--- config.mk ---
export PLATFORM = sky130hd
export DESIGN_NAME = block_word_serializer_flat
export DESIGN_NICKNAME = d
export VERILOG_FILES = /design/src/rtl/block_word_serializer_if.sv /design/src/rtl/block_word_serializer.sv /design/src/flat_wrapper.sv
export SDC_FILE = /design/constraint.sdc
export NUM_CORES = 1
export LEC_CHECK = 0
export CAP_MARGIN = 40
export CORE_ASPECT_RATIO = 0.8
export CORE_MARGIN = 3
export CORE_UTILIZATION = 45
export CTS_BUF_LIST = sky130_fd_sc_hd__clkbuf_2 sky130_fd_sc_hd__clkbuf_4 sky130_fd_sc_hd__clkbuf_8
export DETAILED_ROUTE_END_ITERATION = 10
export PLACE_DENSITY = 0.81
export SLEW_MARGIN = 20
export SYNTH_ARGS = -nofsm -noshare
export SYNTH_HDL_FRONTEND = slang
export SYNTH_SLANG_ARGS = --single-unit
--- constraint.sdc ---
create_clock -name clk -period 2 [get_ports clk]
set_clock_uncertainty 0.15 [all_clocks]
set_input_delay 0.2 -clock clk [delete_from_list [all_inputs] [get_ports clk]]
set_output_delay 0.2 -clock clk [all_outputs]
set_load 0.02 [all_outputs]
--- src/rtl/block_word_serializer_if.sv ---
// Handshake bundle for block_word_serializer: block-in (valid/ready) and word-out (valid/ready/last).
// The master modport is the side that feeds blocks and drains words; the slave modport is the serializer.
interface block_word_serializer_if #(
  parameter int NUM_BYTES_IN  = 16,
  parameter int NUM_BYTES_OUT = 4
);
  logic                       block_valid;
  logic [NUM_BYTES_IN*8-1:0]  block_in;
  logic                       block_ready;
  logic                       word_ready;
  logic                       word_valid;
  logic [NUM_BYTES_OUT*8-1:0] word_out;
  logic                       word_last;
  logic                       busy;

  modport master (
    output block_valid, block_in, word_ready,
    input  block_ready, word_valid, word_out, word_last, busy
  );

  modport slave (
    input  block_valid, block_in, word_ready,
    output block_ready, word_valid, word_out, word_last, busy
  );
endinterface

--- src/rtl/block_word_serializer.sv ---
// Parallel-to-serial stage: captures one NUM_BYTES_IN block and emits it as NUM_BYTES_OUT words,
// MSB- or LSB-word first, with back-to-back block acceptance on the last-word handshake.
module block_word_serializer #(
  parameter int MSB           = 1,
  parameter int NUM_BYTES_IN  = 16,
  parameter int NUM_BYTES_OUT = 4
) (
  input logic                    clk,
  input logic                    n_rst,
  block_word_serializer_if.slave bus
);
  localparam int NUM_WORDS = NUM_BYTES_IN / NUM_BYTES_OUT;
  localparam int CNT_W     = $clog2(NUM_WORDS);
  localparam int IN_W      = NUM_BYTES_IN * 8;
  localparam int OUT_W     = NUM_BYTES_OUT * 8;
  localparam logic [CNT_W-1:0] CNT_LAST = CNT_W'(NUM_WORDS - 1);

  if (NUM_BYTES_IN <= NUM_BYTES_OUT) begin : g_bad_ratio
    $fatal(1, "block_word_serializer: NUM_BYTES_IN must exceed NUM_BYTES_OUT");
  end
  if ((NUM_BYTES_IN % NUM_BYTES_OUT) != 0) begin : g_bad_multiple
    $fatal(1, "block_word_serializer: NUM_BYTES_IN must be a multiple of NUM_BYTES_OUT");
  end

  typedef enum logic [0:0] {
    IDLE = 1'b0,
    SEND = 1'b1
  } state_t;

  state_t            state_q;
  logic [IN_W-1:0]   buf_q;
  logic [CNT_W-1:0]  cnt_q;

  logic              word_valid_s;
  logic              word_last_s;
  logic              block_ready_s;
  logic              load_s;
  logic              fire_s;
  logic [OUT_W-1:0]  word_s;
  logic [IN_W-1:0]   buf_shift_s;

  // Handshake decode; block_ready depends on word_ready so a new block lands on the last-word fire.
  always_comb begin
    word_valid_s  = (state_q == SEND);
    word_last_s   = word_valid_s && (cnt_q == CNT_LAST);
    block_ready_s = (state_q == IDLE) || (word_valid_s && word_last_s && bus.word_ready);
    load_s        = bus.block_valid && block_ready_s;
    fire_s        = word_valid_s && bus.word_ready;
  end

  if (MSB != 0) begin : g_msb_first
    assign word_s      = buf_q[IN_W-1 -: OUT_W];
    assign buf_shift_s = {buf_q[IN_W-OUT_W-1:0], {OUT_W{1'b0}}};
  end else begin : g_lsb_first
    assign word_s      = buf_q[OUT_W-1:0];
    assign buf_shift_s = {{OUT_W{1'b0}}, buf_q[IN_W-1:OUT_W]};
  end

  // Control FSM and data path; load takes priority over the last-word fire so blocks chain without a bubble.
  always_ff @(posedge clk or negedge n_rst) begin
    if (!n_rst) begin
      state_q <= IDLE;
      buf_q   <= {IN_W{1'b0}};
      cnt_q   <= {CNT_W{1'b0}};
    end else if (load_s) begin
      state_q <= SEND;
      buf_q   <= bus.block_in;
      cnt_q   <= {CNT_W{1'b0}};
    end else if (fire_s) begin
      buf_q <= buf_shift_s;
      case (word_last_s)
        1'b1: begin
          state_q <= IDLE;
          cnt_q   <= {CNT_W{1'b0}};
        end
        default: begin
          state_q <= state_q;
          cnt_q   <= cnt_q + {{(CNT_W-1){1'b0}}, 1'b1};
        end
      endcase
    end else begin
      state_q <= state_q;
      buf_q   <= buf_q;
      cnt_q   <= cnt_q;
    end
  end

  assign bus.word_valid  = word_valid_s;
  assign bus.busy        = word_valid_s;
  assign bus.word_last   = word_last_s;
  assign bus.word_out    = word_s;
  assign bus.block_ready = block_ready_s;
endmodule

--- src/flat_wrapper.sv ---
// flat-port wrapper written by rule: the top's interface ports become plain ports
module block_word_serializer_flat 
#(
  parameter int MSB           = 1,
  parameter int NUM_BYTES_IN  = 16,
  parameter int NUM_BYTES_OUT = 4
)
  (clk, n_rst, bus_block_valid, bus_block_in, bus_word_ready, bus_block_ready, bus_word_valid, bus_word_out, bus_word_last, bus_busy);
  block_word_serializer_if #(.NUM_BYTES_IN(NUM_BYTES_IN), .NUM_BYTES_OUT(NUM_BYTES_OUT)) bus_i ();
  input logic clk;
  input logic n_rst;
  input wire logic [$bits(bus_i.block_valid)-1:0] bus_block_valid;
  input wire logic [$bits(bus_i.block_in)-1:0] bus_block_in;
  input wire logic [$bits(bus_i.word_ready)-1:0] bus_word_ready;
  output wire logic [$bits(bus_i.block_ready)-1:0] bus_block_ready;
  output wire logic [$bits(bus_i.word_valid)-1:0] bus_word_valid;
  output wire logic [$bits(bus_i.word_out)-1:0] bus_word_out;
  output wire logic [$bits(bus_i.word_last)-1:0] bus_word_last;
  output wire logic [$bits(bus_i.busy)-1:0] bus_busy;
  assign bus_i.block_valid = bus_block_valid;
  assign bus_i.block_in = bus_block_in;
  assign bus_i.word_ready = bus_word_ready;
  assign bus_block_ready = bus_i.block_ready;
  assign bus_word_valid = bus_i.word_valid;
  assign bus_word_out = bus_i.word_out;
  assign bus_word_last = bus_i.word_last;
  assign bus_busy = bus_i.busy;
  block_word_serializer #(.MSB(MSB), .NUM_BYTES_IN(NUM_BYTES_IN), .NUM_BYTES_OUT(NUM_BYTES_OUT)) u_core (.clk(clk), .n_rst(n_rst), .bus(bus_i));
endmodule
==> Yosys cells after proc, flatten, opt, wreduce, memory -nomap -nowiden <==
Index checks and enable logic that the tools add are counted.
{ "word_totals": {"inputBits": 132, "ff_bits": 131, "output_inout_bits": 36, "elab_cells": 23} }
{ "classes": {"bitwise": 1, "n_reduce_logical": 9, "add_sub_neg": 1, "muxes": 8, "eq_ne": 1} }
{ "op_table": {"columns": ["op", "n"], "rows": [
  ["2-to-1 mux 128 bit", 2],
  ["2-to-1 mux 2 bit", 3],
  ["logical AND 1 bit", 5],
  ["nonzero test 2 bit", 2],
  ["2-to-1 mux 1 bit", 3],
  ["adder 2 x 1 -> 2 bit, second input constant", 1],
  ["equality test 2 bit, second input constant", 1],
  ["AND reduction 2 bit", 1],
  ["logical OR 1 bit", 1],
  ["inverter 1 bit", 1]
]} }

==> Longest topological paths before layout <==
{ "logic_depth": {"word_depth": 8, "ltp_mapped": 6, "ltp_nobuf": 4} }

==> Least setup slack after synthesis <==
OpenSTA, ideal clock, no wires.
{ "synth_timing": {"path_kind": "register to output", "from": "register u_core.state_q (netlist: u_core.bus.busy)", "to": "output bus_word_last", "n_path_buf": 3, "required_time_ns": 1.650, "arrival_ns": 1.349, "slack_ns": 0.301, "stages_incl_launch_ff": 5, "path_cell_list": "dfrtp_1 -> buf_2 -> buf_2 -> buf_2 -> and2_1"} }
{ "synth_between": {"elab_chain_cells": 1} }
{ "synth_lines": {"columns": ["item", "line", "source"], "rows": [
  ["from (decl)", "block_word_serializer.sv:30", "state_t state_q;"],
  ["from (signal assigned)", "block_word_serializer.sv:77", "state_q <= state_q;"],
  ["from (signal assigned)", "block_word_serializer.sv:82", "state_q <= state_q;"],
  ["logical AND 1 bit", "block_word_serializer.sv:45", "word_last_s = word_valid_s && (cnt_q == CNT_LAST);"],
  ["to (decl)", "flat_wrapper.sv:18", "output wire logic [$bits(bus_i.word_last)-1:0] bus_word_last;"]
]} }
Every way passes these cells.

==> Final worst setup path <==
{ "layout_timing": {"from": "register u_core.cnt_q[0]", "to": "output bus_block_ready"} }
{ "layout_between": {"elab_chain_cells": 5} }
{ "layout_lines": {"columns": ["item", "line", "source"], "rows": [
  ["from (decl)", "block_word_serializer.sv:32", "logic [CNT_W-1:0] cnt_q;"],
  ["from (signal assigned)", "block_word_serializer.sv:64", "cnt_q <= {CNT_W{1'b0}};"],
  ["from (signal assigned)", "block_word_serializer.sv:68", "cnt_q <= {CNT_W{1'b0}};"],
  ["from (signal assigned)", "block_word_serializer.sv:74", "cnt_q <= {CNT_W{1'b0}};"],
  ["equality test 2 bit", "block_word_serializer.sv:45", null],
  ["logical AND 1 bit", "block_word_serializer.sv:45", null],
  ["logical AND 1 bit (2 in a row)", "block_word_serializer.sv:46", "block_ready_s = (state_q == IDLE) || (word_valid_s && word_last_s && bus.word_ready);"],
  ["logical OR 1 bit", "block_word_serializer.sv:46", null],
  ["to (decl)", "flat_wrapper.sv:15", "output wire logic [$bits(bus_i.block_ready)-1:0] bus_block_ready;"]
]} }
Every way passes these cells.

==> metrics.md <==
| Metric | Value |
|---|---|
| Worst R2R Setup Slack | `between 150 and 200 ps` |
| Port Buffers | `~170` |
| Seq/Total Area, Yosys | `~44%` |
| CTS tree | `done` |
| Final WL | `around 19 mm` |
| Yosys Warn Count | `0` |
| Drt drc | `0` |
| Period utilisation layout | `96.3%` |
| Root Buffer | `clkbuf_8` |
| Number of CTS-inserted buffers | `17` |
| PwrDens | `1230 nW/um^2` |
| R2R depth | `6` |
| Max Freq | `around 520 MHz` |
| Mapped Nets | `approximately 830` |
| Antenna Nets Post-Route | `0` |
| Worst-Skew Late Latency | `between 400 and 500 ps` |
| Pleak | `about 0.0045 uW` |
| Filler cells | `1395` |
| Vias in the first global route | `between 5000 and 6000` |
| Max_cap viols | `0` |
| Worst path top cell family by delay | `flip-flops` |
| Core Rows | `41` |
| Final Max Slew Viols | `0` |
| Initial antenna violation count | `1` |
| Setup tns final | `0 ps` |
| Post-Syn Area | `approximately 7400 um^2` |
| DR vias/cell | `roughly 5.5` |
| Worst slew margin | `between 60% and 70%` |
| Crit path max fanout | `4` |
| Required time worst endpoint | `between 1500 and 2000 ps` |
| CP endpoint kind | `primary output` |
| Syn_area_per_cell | `approximately 11 um^2` |
| Reg2reg end | `u_core.buf_q[100]` |
| Hold crit path type | `in2async` |
| Area grow syn2layout | `29.0%` |
| Core area | `between 15000 and 20000 um^2` |
| RSZ-0062 raised after global routing | `false` |
| Die height | `~120 um` |
| Cells after synthesis | `about 700` |
| Worst Path Arrival | `around 1600 ps` |
| Clock transition at path regs | `80 ps` |
| H-tree depth | `4` |
| DP HPWL | `approximately 13 mm` |
| Crit path depth | `4` |
| Chip Width | `149 um` |
| Largest net degree at the start of global routing | `60` |
| Worst Path Buf+Inv | `2` |
| CP startpoint | `u_core.cnt_q[0]` |
| # nets final | `between 900 and 1000` |
| I/O pin cnt | `168` |
| TritonCTS Sinks | `between 100 and 150` |
| Synth Register Bits | `about 130` |
| Worst path cell trace | `ha_1, a21boi_2, inv_1, clkdlybuf4s15_2` |
| Library cells used by synthesis | `25` |
| Worst Tran Pin Value | `564 ps` |
| Tmin final | `roughly 1900 ps` |
| First-pass GRT wire length | `31.7 mm` |
| Drt first pass iters | `4` |
| Setup repair bufs after CTS | `0` |
| Starting Density | `46.3%` |
| Final Hold Viols | `0` |
| Critical path's largest stage delay | `410 ps` |
| Crit path to | `bus_block_ready` |
| Final setup fails | `0` |
| Share of cells above drive strength 1 | `between 10% and 20%` |
| Wirelength per Cell | `about 19 um` |
| Run status | `finished, final reports clean` |
| Clk buf depth | `2` |
| DIE AREA | `between 15000 and 20000 um^2` |
| Vias | `5755` |
| Global Route Usage Sum | `about 22%` |
| Iteration-0 DRC Markers | `around 380` |
| RePlAce Congestion | `0.793` |
| Critical-path top delay cell | `dfrtp_1` |
| CP Launch Type | `register` |
| Worst VDD drop | `514 uV` |
| Critical R2R Launch | `u_core.cnt_q[0]` |
| Grt total ovfl | `0` |
| Critical path class | `reg2out` |
| Final hold slack | `roughly 140 ps` |
[worst min-delay path by stage]
stage,start,to,slack (ps),depth (start not counted)
after floorplan,n_rst,u_core.buf_q[0],-250,0
final,n_rst,u_core.buf_q[40],140,2
after CTS,n_rst,u_core.cnt_q[0],140,2
after global placement,n_rst,u_core.buf_q[40],60,1
after detailed placement,n_rst,u_core.buf_q[40],70,1
after global routing,bus_block_in[11],u_core.buf_q[11],170,2
[layout by cell type (no fill, tap or decap), types with 2 or more instances in the layout]
cell	Yosys	routed
clkinv_2	0	4
clkinvlp_4	0	2
buf_12	0	12
clkbuf_8	0	20
dfrtp_1	131	130
buf_4	39	17
o22ai_1	96	96
mux2_1	5	5
mux2_2	32	32
dlygate4sd3_1	0	2
nor2_1	2	2
clkdlybuf4s50_1	0	161
a22o_1	33	33
nand2b_1	98	97
mux2i_1	96	96
a21oi_1	96	96
bufinv_16	0	4
nand2_1	2	2
[per-stage QoR]
step	power (uW)	area (um^2)	util (%)	worst slack, ps	cells
2_1_floorplan	7830	7370	-	301	699
5_1_grt	12500	9510	59.8	0.373	1044
3_5_place_dp	9280	9050	56.9	218	1010
4_1_cts	11800	9510	59.8	28.6	1043
3_3_place_gp	9110	9050	56.9	267	1010
6_report	11700	9510	59.8	74.1	1044
[where the power goes]
| group | leakage (uW) | total (uW) | internal (uW) | switching [uW] |
|---|---|---|---|---|
| clock | 0.000221 | 2500 | 1460 | 1040 |
| combinational | 0.00273 | 4930 | 2600 | 2330 |
| sequential | 0.00157 | 4300 | 3620 | 685 |
| total | 0.00453 | 11700 | 7670 | 4060 |
[state kept, by name, summed over array words and instances, names as in the netlist]
name             cells
u_core.buf_q       128
u_core.cnt_q         2
u_core.bus.busy      1
[synthesized netlist by cell type]
cell / number / area [um^2]
a21boi_1: 1 / 7.51
a21oi_1: 96 / 480
a22o_1: 33 / 289
and2_1: 1 / 6.26
buf_1: 1 / 3.75
buf_2: 35 / 175
buf_4: 39 / 293
buf_6: 10 / 113
clkbuf_1: 11 / 41.3
clkbuf_2: 3 / 15.0
dfrtp_1: 131 / 3280
ha_1: 1 / 12.5
inv_1: 1 / 3.75
mux2_1: 5 / 56.3
mux2_2: 32 / 360
mux2i_1: 96 / 961
mux2i_4: 1 / 22.5
nand2_1: 2 / 7.51
nand2_2: 1 / 6.26
nand2b_1: 98 / 613
nor2_1: 2 / 7.51
nor2b_1: 1 / 6.26
o21ai_1: 1 / 5.00
o22ai_1: 96 / 601
or2_2: 1 / 6.26
[metal layers]
layer / part of all wire, % / wire length [um] / global-route usage (%) / vias up
li1: - / - / - / 2779
met3: 6.2 / 1200 / 4.31 / 26
met5: 0 / 0 / 0 / -
met1: 48 / 9370 / 33.8 / 2776
met4: 1.9 / 376 / 8.86 / 0
met2: 44 / 8460 / 31.1 / 174
[final cells by class]
| cell class | count | area (um^2) | area share, % |
|---|---|---|---|
| Antenna cell | 1 | 2.50 | 0.0263 |
| Clock buffer | 21 | 283 | 2.97 |
| Clock inverter | 10 | 155 | 1.63 |
| Inverter | 1 | 3.75 | 0.0395 |
| Multi-Input combinational cell | 468 | 3470 | 36.5 |
| Sequential cell | 131 | 3280 | 34.5 |
| Tap cell | 215 | 269 | 2.83 |
| Timing Repair Buffer | 197 | 2050 | 21.5 |
[logic make-up after synthesis]
logic type,count (synthesis),share of synthesized area [%]
compound gates,227,18.8
mux,134,19.0
flops,131,44.5
simple gates,106,8.86
buf+inv,100,8.74
fa+ha+maj,1,0.170
[what timing repair did]
action / CTS / global route
endpoints found under the setup margin: 3 / 1
hold endpoints to repair: 88 / 0
gates resized for setup: 6 / 1
hold buffers: 2 / 0
Power figures use the tool's default switching activity.
==> edit 1, RTL diff (config.mk and constraints unchanged) <==
`MSB` is set to 1 in 2 places; all go to 0.
--- a/src/rtl/block_word_serializer.sv
+++ b/src/rtl/block_word_serializer.sv
@@ -3,3 +3,3 @@
 module block_word_serializer #(
-  parameter int MSB           = 1,
+  parameter int MSB           = 0,
   parameter int NUM_BYTES_IN  = 16,
--- a/src/flat_wrapper.sv
+++ b/src/flat_wrapper.sv
@@ -3,3 +3,3 @@
 #(
-  parameter int MSB           = 1,
+  parameter int MSB           = 0,
   parameter int NUM_BYTES_IN  = 16,
Function: changed (a bounded check fails within 4 cycles, from zero or initial values and one cycle with n_rst low).
==> edit 1 against the original RTL <==
- die area shrank 1.4%
- worst hold slack gained 0.056 ns
- wire length grew 1.4%
- worst setup slack gained 0.0057 ns
- first-iteration DRC count grew 8.7%
- power grew 0.83%
- non-clock buffer count shrank 7
- global-route usage grew 0.32 points
- area after synthesis shrank 1.4%
- critical path depth shrank 1
- sequential cell count is the same
- final area shrank 1.0%
- register-to-register slack gained 0.07 ns
- largest power group unchanged
==> edit 1: results (changes against the original RTL) <==
Parameter                              Value

GRT
  Maximum number of pins on one net before global-route repair    132 (+120%)
  GR Util met2    33.0% (+1.9 points)
  Wire length of the first global-routing pass    31800 um (+0.39%)
  Tot GR Track Use    22.6% (+0.32 points)
  GR Layer Usage met1    33.4% (-0.41 points)
  Number of antenna violations at the first check in global routing    2 (+1)
  Met3 layer usage reported by global route    5.29% (+0.98 points)

Yosys
  Sequential element share of the synthesized area    45.1% (+0.65 points)
  Netlist cell types    24 (-4.0%)
  Number of nets in the synthesized netlist    827 (-0.60%)
  Adder-cell share of the synthesized area    0.172% (+0.0025 points)
  Biggest area contributors in the synthesized netlist    sky130_fd_sc_hd__dfrtp_1 45%, sky130_fd_sc_hd__mux2i_1 13%, sky130_fd_sc_hd__nand2b_1 8.4%
  Cell count after synthesis    694 (-0.72%)
  Compound-Gate Fraction of Synth Area    19.0% (+0.27 points)
  Leading post-synthesis cells by instance count    131 x sky130_fd_sc_hd__dfrtp_1, 98 x sky130_fd_sc_hd__nand2b_1, 97 x sky130_fd_sc_hd__mux2i_1, 96 x sky130_fd_sc_hd__a21oi_1, 96 x sky130_fd_sc_hd__o22ai_1
  Fraction of synthesized area in multiplexers    18.7% (-0.31 points)

Pwr
  Largest voltage drop on the vdd net    0.000519 V (+1.2%)
  Static leakage    0.00448 uW (-1.1%)

Status
  Result of the run    finished, final reports clean

Setup path
  Worst setup slack for register-to-register paths    0.26 ns (+0.07 ns)
  Depth of the most critical reg-to-reg path    5 (-1)
  Worst Path Arrival    1.57 ns
  Startpoint of the worst register-to-register path    u_core.bus.busy
  Reg2reg end    u_core.buf_q[52]

Detailed routing
  Via-to-Cell Ratio    5.64 (+2.4%)
  Detailed-route wire length per cell    19.1 um (+3.0%)
  Final wirelength    19700 um (+1.4%)
  Detailed Routing Iterations Pass 1    4 (unchanged)
  Detailed router's first-iteration violation count    411 (+8.7%)

Place
  Dpl cell area    8890 um^2 (-1.8%)
  Detailed placement HPWL    13200 um (-1.7%)
  Total instance count after detailed placement    994 (-1.6%)
  Gp weighted congestion    0.811 (+2.3%)

STA
  Worst Max-Slew Pin Slew    0.721 ns (+0.156 ns)

Cells and area
  Final-stage net count    939 (-1.1%)
  Flip-flop count of the largest register, all copies and words added    128 (unchanged)
  Ratio of cells with drive above 1 in the final layout    12.0% (-0.34 points)
  N_diodes    0 (-1)

Clocking
  Clock tree root driver cell    sky130_fd_sc_hd__clkbuf_8
  Max Root-Sink Buffers    2 (unchanged)

Min path
  Type of the tightest min-delay check    input port to flip-flop
## edit 1: how the worst max path moves through the flow
stage | from | endpoint | cells after the start
6_report | u_core.cnt_q[0] | bus_word_last | 3
5_1_grt | u_core.cnt_q[0] | bus_word_last | 3
4_1_cts | u_core.cnt_q[0] | bus_block_ready | 4
3_5_place_dp | u_core.bus.busy | u_core.buf_q[56] | 3
3_3_place_gp | u_core.cnt_q[0] | bus_block_ready | 4
2_1_floorplan | u_core.bus.busy | bus_word_last | 5
## edit 1: repair_timing
action / CTS / global route
hold endpoints to repair: 136 / 0
hold buffers: 3 / 0
setup endpoints to repair: 4 / 3
gates cloned: 0 / 0
resized for setup: 7 / 4
## edit 1: stage by stage
stage                     total power [uW]  setup WS, ns  hold slack (ns)
after floorplan                       7770         0.249           -0.246
after global placement                8980         0.181            0.211
after detailed placement              9160         0.142            0.213
after CTS                            11900       0.00702            0.166
after global routing                 12600        0.0154            0.185
final                                11800        0.0798            0.198
## edit 1: power breakdown
group,internal [uW],total [uW],switching [uW],leakage (uW)
logic,2530,4880,2350,0.00267
registers,3620,4280,663,0.00157
clock network,1640,2670,1030,0.000239
## edit 1: area by class of cell
cell class                 count  area (um^2)
fill                        1333         6000
multi-input combinational    465         3460
sequential                   131         3280
timing repair buffer         190         1920
clock buffer                  23          304
tap                          210          263
clock inverter                 8          171
inverter                       1         3.75
## edit 1: per-layer routing
metal	share of wire (%)	routed length, um	up-vias
li1	-	-	2755
met1	48	9530	2821
met2	44	8560	192
met3	6.1	1200	29
met4	1.7	341	4
met5	0.20	40	-
## edit 1: kinds of logic (layout without fill, tap and decap cells)
| kind of cell | Yosys count | in the layout |
|---|---|---|
| compound gates | 227 | 227 |
| flops | 131 | 131 |
| fa+ha+maj | 1 | 1 |
| mux | 131 | 131 |
| simple gates | 106 | 106 |
| buf+inv | 98 | 222 |
## edit 1: worst max-delay path, cell delays in order (launching register included)
cell and delay [ns]:
sky130_fd_sc_hd__dfrtp_2 0.45, sky130_fd_sc_hd__ha_4 0.20, sky130_fd_sc_hd__and2_1 0.16, sky130_fd_sc_hd__dlygate4sd2_1 0.32
==> edit 2, RTL diff (same settings) <==
Without the edit above. Make the reset (`n_rst`) synchronous in one clocked block.
--- a/src/rtl/block_word_serializer.sv
+++ b/src/rtl/block_word_serializer.sv
@@ -59,3 +59,3 @@
   // Control FSM and data path; load takes priority over the last-word fire so blocks chain without a bubble.
-  always_ff @(posedge clk or negedge n_rst) begin
+  always_ff @(posedge clk) begin
     if (!n_rst) begin
Behaviour: differs if n_rst is asserted again (counterexample within 4 cycles, from zero or initial values and one cycle with n_rst low); with n_rst held inactive, the same outputs for 4 cycles.
==> edit 2 against the original RTL <==
- maximum frequency up 2.0%
- sequential cell count unchanged
- final area up 4.4%
- synthesized cell count up 16%
- worst hold slack worse by 0.010 ns
- first-iteration DRC count down 5.3%
- wire length up 5.4%
- critical endpoint unchanged
- largest cell class unchanged
- area after synthesis up 7.8%
- worst setup slack better by 0.038 ns
Power is not compared: it rests on default switching activity, and its combinational part moved more than twofold at a synthesized area within 25%.
==> edit 2: results (changes against the original RTL) <==
Parameter                              Value

Yosys
  Sequential element share of the synthesized area    33.0% (-11 points)
  Asr flop ratio synth    0% (-100 points)
  Leading post-synthesis cells by instance count    131 x sky130_fd_sc_hd__dfxtp_1, 129 x sky130_fd_sc_hd__nand2b_1, 97 x sky130_fd_sc_hd__a21oi_1
  Biggest area contributors in the synthesized netlist    sky130_fd_sc_hd__dfxtp_1 33%, sky130_fd_sc_hd__mux2_2 14%, sky130_fd_sc_hd__mux2i_1 12%
  YS warnings    0 (unchanged)
  Number of nets in the synthesized netlist    946 (+14%)
  Netlist cell types    27 (+8.0%)

GRT
  Tot GR Track Use    20.7% (-1.6 points)
  Number of global-route vias before repair    6224 (+5.9%)
  Maximum number of pins on one net before global-route repair    111 (+85%)
  Wire length of the first global-routing pass    32500 um (+2.4%)
  Number of antenna violations at the first check in global routing    6 (+5)

Setup path
  Worst Path Arrival    1.54 ns (-0.04 ns)
  Largest stage delay on the critical path    0.35 ns (-0.06 ns)
  Top fanout value on the critical path    4 (unchanged)
  Worst setup slack for register-to-register paths    0.33 ns (+0.14 ns)
  Origin of the worst setup path    u_core.cnt_q[0]
  Slowest cell on the critical path    sky130_fd_sc_hd__dfxtp_1
  Startpoint of the worst register-to-register path    u_core.bus.busy
  Family of cells with the greatest summed delay on the critical path    buffers and inverters

Place
  Gp weighted congestion    0.790 (-0.29%)
  Port bufs    167 (unchanged)
  Detailed placement HPWL    13800 um (+2.8%)
  Dpl cell area    9510 um^2 (+5.1%)

Min path
  Type of the tightest min-delay check    input port to flip-flop
  Beginning of the worst hold path    bus_block_valid

Pwr
  Static leakage    0.00430 uW
  Largest voltage drop on the vdd net    0.000497 V

Clocking
  TritonCTS buffer count    17 (unchanged)
  Max Root-Sink Buffers    2 (unchanged)
  Clock tree root driver cell    sky130_fd_sc_hd__clkbuf_8
  Clk pin slew, worst setup/hold paths    0.07 ns
  Worst skew pair latency    0.44 ns
  Clock H-tree levels    4 (unchanged)

Detailed routing
  Via-to-Cell Ratio    5.76 (+4.6%)
  Detailed Routing Iterations Pass 1    5 (+1)
  Detailed-route wire length per cell    17.9 um (-3.8%)
  Detailed router's first-iteration violation count    358 (-5.3%)

Cells and area
  Ratio of cells with drive above 1 in the final layout    17.6% (+5.3 points)
  Final-stage net count    1040 (+9.6%)
  Flip-flop and latch area    2630 um^2 (-20%)
  Most flop-heavy register    u_core.buf_q
  Fill cell count    1456 (+4.4%)
  Flip-flop count of the largest register, all copies and words added    128 (unchanged)

Status
  Result of the run    finished, final reports clean

STA
  Hold slack final    0.131 ns (-0.0105 ns)
  Worst Max-Slew Pin Slew    0.807 ns (+0.243 ns)

Run
  Max-capacitance violation count    0 (unchanged)
-- edit 2: through the flow --
stage               setup WS (ns)  std cells
CTS                        0.0211       1140
floorplan                   0.350        813
detailed placement          0.182       1106
global route               0.0232       1143
global placement            0.197       1106
finish                      0.112       1143
-- edit 2: path summary, 6_finish.rpt --
kind | end | depth (start not counted)
worst max-delay path | bus_block_ready | 4
worst min-delay path | u_core.bus.busy | 2
worst max register to register | u_core.buf_q[88] | 5
worst min register to register | u_core.buf_q[13] | 1
-- edit 2: cells by family after synthesis --
kind of cell / synth area share [%]
compound gates: 20.6
mux: 25.7
simple gates: 11.0
flops: 33.0
buf+inv: 9.54
fa+ha+maj: 0.157
-- edit 2: layout make-up --
class                           instances  share of cell area, %
Clock inverter                         13                   1.35
Antenna cell                            3                 0.0756
Timing Repair Buffer                  194                   20.5
Inverter                                2                 0.0756
Sequential cell                       131                   26.4
Clock buffer                           19                   2.57
Tap cell                              220                   2.77
Multi-Input combinational cell        561                   46.2
-- edit 2: timing repair --
item,in CTS,in global routing
gates resized for setup,2,2
pin swaps,0,0
hold endpoints to repair,19,0
hold buffers,2,0
setup buffers,0,0
setup endpoints to repair,1,1
-- edit 2: per-layer routing --
layer | track usage, % | vias up | part of all wire (%)
met2 | 32.6 | 186 | 47
met1 | 27.1 | 3144 | 44
met5 | 0 | - | 0.16
li1 | - | 3237 | -
met3 | 7.85 | 16 | 8.3
met4 | 4.00 | 6 | 0.61
-- edit 2: report_power, final --
part	internal (uW)	leakage (uW)	total [uW]	switching [uW]
logic	870	0.00302	1600	726
registers	2830	0.00108	2940	108
clock network	1150	0.000192	2260	1110
total	4850	0.00430	6790	1950
-- edit 2: worst reg2reg max path: stages, from the launching register on --
cell,delay (ns)
sky130_fd_sc_hd__dfxtp_4,0.41
sky130_fd_sc_hd__buf_12,0.25
sky130_fd_sc_hd__buf_4,0.34
sky130_fd_sc_hd__nand2b_1,0.12
sky130_fd_sc_hd__o221ai_1,0.18
sky130_fd_sc_hd__a21oi_1,0.07
